==> src/rtl/mul_pkg.sv <==
// Shared encodings for the sequential radix-4 Booth multiplier:
// controller state and Booth digit, plus the triplet-to-digit decode.
package mul_pkg;

  typedef enum logic [1:0] {
    IDLE = 2'd0,
    CALC = 2'd1,
    DONE = 2'd2
  } state_t;

  typedef enum logic [2:0] {
    ZERO = 3'd0,
    POS1 = 3'd1,
    POS2 = 3'd2,
    NEG1 = 3'd3,
    NEG2 = 3'd4
  } booth_digit_t;

  // Triplet is {m[2i+1], m[2i], m[2i-1]}.
  function automatic booth_digit_t booth_decode(input logic [2:0] triplet);
    booth_digit_t d;
    case (triplet)
      3'b001, 3'b010: d = POS1;
      3'b011:         d = POS2;
      3'b100:         d = NEG2;
      3'b101, 3'b110: d = NEG1;
      default:        d = ZERO;
    endcase
    return d;
  endfunction

endpackage

==> src/rtl/booth_r4_enc.sv <==
// Radix-4 Booth digit decode and partial-product selection (0, +-M, +-2M),
// sign-extended to K+4 bits so that 2M and its negation both fit.
module booth_r4_enc
  import mul_pkg::*;
#(
  parameter int K = 8
) (
  input  logic [2:0]   triplet,
  input  logic [K+1:0] mcand,
  output logic [K+3:0] pp
);

  logic [K+3:0] m1;
  logic [K+3:0] m2;
  booth_digit_t digit;

  assign m1 = {{2{mcand[K+1]}}, mcand};
  assign m2 = {m1[K+2:0], 1'b0};

  always_comb begin
    digit = booth_decode(triplet);
    pp    = '0;
    case (digit)
      POS1:    pp = m1;
      POS2:    pp = m2;
      NEG1:    pp = -m1;
      NEG2:    pp = -m2;
      default: pp = '0;
    endcase
  end

endmodule

==> src/rtl/seq_booth_mul.sv <==
// Sequential radix-4 Booth multiplier: one Booth step per cycle over a
// (K+2)-bit extended multiplier, single shared accumulation adder.
//
// state | meaning
// IDLE  | waiting for start; operands latched on the accepting edge
// CALC  | one Booth step per cycle, N cycles, counted down by cnt
// DONE  | done pulse, result valid; back to IDLE next cycle
module seq_booth_mul
  import mul_pkg::*;
#(
  parameter int K = 8
) (
  input  logic           clk,
  input  logic           rst,
  input  logic           start,
  input  logic           is_signed,
  input  logic [K-1:0]   mul_cand,
  input  logic [K-1:0]   mul_ier,
  output logic           busy,
  output logic           done,
  output logic [2*K-1:0] result
);

  localparam int N  = (K + 3) / 2;
  localparam int W  = K + 2;
  localparam int PW = K + 4;
  localparam int QW = 2 * N;
  localparam int CW = $clog2(N + 1);

  state_t state, state_nxt;

  logic [W-1:0]  mc;
  logic [PW-1:0] p;
  logic [QW-1:0] q;
  logic          qm1;
  logic [CW-1:0] cnt;

  logic          cand_neg;
  logic          ier_neg;
  logic [W-1:0]  mc_ld;
  logic [QW-1:0] q_ld;
  logic [PW-1:0] pp;
  logic [PW-1:0] p_sum;
  logic [PW-1:0] p_new;
  logic [QW-1:0] q_new;

  // Sign bit is only propagated for signed operations; zero-extend otherwise.
  assign cand_neg = is_signed & mul_cand[K-1];
  assign ier_neg  = is_signed & mul_ier[K-1];
  assign mc_ld    = {{2{cand_neg}}, mul_cand};
  assign q_ld     = {{(QW-K){ier_neg}}, mul_ier};

  booth_r4_enc #(.K(K)) u_enc (
    .triplet ({q[1], q[0], qm1}),
    .mcand   (mc),
    .pp      (pp)
  );

  // The only accumulation adder; {p, q} shifts right arithmetically by 2.
  assign p_sum = p + pp;
  assign p_new = {{2{p_sum[PW-1]}}, p_sum[PW-1:2]};
  assign q_new = {p_sum[1:0], q[QW-1:2]};

  always_comb begin
    state_nxt = state;
    busy      = 1'b0;
    done      = 1'b0;
    case (state)
      IDLE: begin
        if (start) state_nxt = CALC;
      end
      CALC: begin
        busy = 1'b1;
        if (cnt == '0) state_nxt = DONE;
      end
      DONE: begin
        busy      = 1'b1;
        done      = 1'b1;
        state_nxt = IDLE;
      end
      default: state_nxt = IDLE;
    endcase
  end

  always_ff @(posedge clk or posedge rst) begin
    if (rst) begin
      state  <= IDLE;
      mc     <= '0;
      p      <= '0;
      q      <= '0;
      qm1    <= 1'b0;
      cnt    <= '0;
      result <= '0;
    end else begin
      state <= state_nxt;
      case (state)
        IDLE: begin
          if (start) begin
            mc  <= mc_ld;
            p   <= '0;
            q   <= q_ld;
            qm1 <= 1'b0;
            cnt <= CW'(N - 1);
          end
        end
        CALC: begin
          p   <= p_new;
          q   <= q_new;
          qm1 <= q[1];
          if (cnt != '0) begin
            cnt <= cnt - 1'b1;
          end else begin
            // Capture on the final step so result is already valid while done is high.
            result <= {p_new[2*K-QW-1:0], q_new};
          end
        end
        default: ;
      endcase
    end
  end

endmodule

==> config.mk <==
export PLATFORM = sky130hd
export DESIGN_NAME = seq_booth_mul
export DESIGN_NICKNAME = d
export VERILOG_FILES = /design/src/rtl/mul_pkg.sv /design/src/rtl/booth_r4_enc.sv /design/src/rtl/seq_booth_mul.sv
export SDC_FILE = /design/constraint.sdc
export NUM_CORES = 1
export LEC_CHECK = 0
export BUFFER_PORTS_ARGS = -buffer_cell sky130_fd_sc_hd__buf_2
export CAP_MARGIN = 20
export CORE_MARGIN = 2
export CORE_UTILIZATION = 58
export CTS_CLUSTER_DIAMETER = 120
export DETAILED_ROUTE_END_ITERATION = 10
export PLACE_DENSITY = 0.91
export SLEW_MARGIN = 20
export SYNTH_ARGS = -nofsm -noshare
export SYNTH_HDL_FRONTEND = slang
export SYNTH_SLANG_ARGS = --single-unit
==> constraint.sdc <==
create_clock -name clk -period 4.4 [get_ports clk]
set_input_delay 0.44 -clock clk [delete_from_list [all_inputs] [get_ports clk]]
set_output_delay 0.44 -clock clk [all_outputs]
set_load 0.05 [all_outputs]
==> metrics.txt <==
run status finished, final reports clean; Mapped Nets 388; initial detailed-routing violation count 119; #FFs+latches synth 51; top_reg_cell synth dfrtp_1; # setup viols final 0; part of the cycle the worst path needs 0.823; TritonRoute pass-1 iters 4; Cell Rows 27; Max-slew headroom 0.380; Total GRT Usage 0.240; routed vias/inst 5.90; cts bufs inserted 5; PortBufs 37; Post-CTS Setup Bufs 0; Worst Reg-to-Reg Cells 16; FILL cells 431; chip width 78.6 um; global-route wire length before repair 11900 um; synth cell count leaders nand2_1 (54), dfrtp_1 (51), o21ai_0 (35); Seq/Total Area, Yosys 0.395; CTS tree built; Root Buffer clkbuf_8; final design area excluding fillers 3520 um^2; Crit. path cell count 16; drt total wl 6980 um; largest net degree at the start of global routing 52; Worst setup SP type flip-flop; Worst EP required 4.63 ns; worst hold margin 0.264 ns; Final ANT Viol Nets 0; max_cap viols 0; nets 413; Top Family by Delay on Critical Path compound AO/OA/AOI/OAI gates; chip height 78.6 um; Unique masters post-synth 46; TritonCTS sink count 51; Clock Latency Late Sink 0.31 ns; Clock Pin Slew Worst Setup and Hold Paths 0.09 ns; DP HPWL 5050 um; I/O pins 38; hold-fix buffer count after cts 0; Starting Density 0.594; Post-Place Cell Area 3430 um^2; Post-Synthesis Cells 350; synthesis-to-finish area growth 9.02%; cell with the most instances after synthesis nand2_1; number of synthesized flops with an enable pin 0; gr ovfl total 0; FFs w/ async S/R, synth 1.00; vias post-DR 2641; wire per inst 15.6 um; area share of the largest cell type after synthesis 0.395; Syn. warnings 0; die area 6190 um^2; worst reg2reg startpoint mc[1]$_DFFE_PP0P_; classification of the worst setup path reg2reg; critical-path cell list inv_1 -> ha_1 -> or3b_4 -> nor3_2 -> nand2b_1 -> xnor2_1 -> a221oi_1 -> o21ai_1 -> ha_1 -> a21oi_1 -> a21boi_0 -> a21boi_0 -> o21ai_0 -> xor2_1 -> a21oi_1 -> o22ai_1; worst r2r dst p[10]$_DFFE_PP0P_; Antenna Cells 0; post-synthesis cell area 3230 um^2; critical path's largest stage delay 0.43 ns; Max Fclk 276 MHz; slowest stage cell, crit path dfrtp_1; CP max FO 5; total negative slack 0 ns; WP data arrival 3.85 ns; Worst Path Buf+Inv 1; Placer Congestion 0.909; number of remaining DRC errors 0; antenna violations before repair 0; core area 5440 um^2; number of global-route vias before repair 2594; Max Clock Skew 0.00783 ns; Final Max Tran Viols 0; fraction of layout cells with a size suffix above 1 0.207; worst hold path type in2async; H-tree depth 2; RSZ-0062 raised after global routing false; Worst Setup SP mc[1]$_DFFE_PP0P_; Setup crit end p[10]$_DFFE_PP0P_; Synth area leader dfrtp_1; synthesized area per cell 9.23 um^2; worst-margin pin slew 0.930 ns; Final Hold Fails 0; largest cells by area after synthesis dfrtp_1 (39%), mux2_2 (7.0%), ha_1 (6.6%), nand2_1 (6.3%), o21ai_0 (5.4%); Worst Setup End Kind flip-flop; Reg2Reg Setup Slack 0.78 ns; clock period minus worst slack 3.62 ns; cts repair resizes 0; Clock Tree Buf Depth 2
flip-flops by register name, summed over array words and instances, names as in the netlist:
name	flops
cnt	3
qm1	1
result	16
p	10
q	10
mc	9
state	2
placed cells by master, fill, tap and decap left out, types with 6 or more instances in the layout:
master	instances
nor2_1	16
mux2_2	20
inv_1	10
a21oi_1	21
o21ai_0	35
nand2b_1	6
xnor2_1	10
buf_2	37
ha_1	17
mux2i_1	7
xor2_1	9
nand2_1	54
dfrtp_1	51
kinds of logic after synthesis:
kind of cell               synth area share
AOI/OAI and AO/OA                     0.197
and+or+nand+nor                       0.149
DFF                                   0.395
buffers and inverters                0.0376
muxes                                0.0983
xor gates and xnor gates             0.0515
adders and majority gates            0.0720
layer usage:
metal / wire [um] / part of all wire / track usage / vias up
li1: - / - / - / 1291
met1: 2990 / 0.43 / 0.309 / 1269
met2: 3610 / 0.52 / 0.413 / 75
met3: 320 / 0.046 / 0.0471 / 6
met4: 59 / 0.0085 / 0.0649 / 0
met5: 0 / 0 / 0 / -
area by class of cell:
type / count / area [um^2] / area share
Timing Repair Buffer: 38 / 193 / 0.0547
Multi-Input combinational cell: 268 / 1830 / 0.521
Inverter: 11 / 42.5 / 0.0121
Clock buffer: 5 / 68.8 / 0.0195
Sequential cell: 51 / 1280 / 0.362
Tap cell: 72 / 90.1 / 0.0256
Clock inverter: 3 / 18.8 / 0.00533
metrics by stage:
stage | instances | setup slack (ns) | utilization
final | 448 | 0.780 | 0.648
after global placement | 440 | 1.08 | 0.631
after CTS | 448 | 0.765 | 0.648
after floorplan | 350 | 1.25 | -
after global routing | 448 | 0.471 | 0.648
after detailed placement | 440 | 0.869 | 0.631
worst register-to-register path, stage by stage (launching register included):
cell	delay (ns)
dfrtp_1	0.43
inv_1	0.09
ha_1	0.18
or3b_4	0.42
nor3_2	0.18
nand2b_1	0.15
xnor2_1	0.09
a221oi_1	0.32
o21ai_1	0.13
ha_1	0.36
a21oi_1	0.24
a21boi_0	0.11
a21boi_0	0.15
o21ai_0	0.24
xor2_1	0.20
a21oi_1	0.09
o22ai_1	0.16
worst min-delay path by stage:
stage / slack (ns) / to / cells after the start / from
global route: 0.35 / result[13]$_DFFE_PP0P_ / 2 / rst
global placement: 0.46 / result[10]$_DFFE_PP0P_ / 2 / result[10]$_DFFE_PP0P_
CTS: 0.37 / mc[6]$_DFFE_PP0P_ / 2 / mul_cand[6]
detailed placement: 0.47 / result[12]$_DFFE_PP0P_ / 2 / result[12]$_DFFE_PP0P_
finish: 0.26 / result[11]$_DFFE_PP0P_ / 2 / rst
floorplan: 0.46 / p[0]$_DFFE_PP0P_ / 2 / p[0]$_DFFE_PP0P_
Power is not shown: default switching activity piles up to over one toggle a cycle in this logic, so the estimate is an artifact.
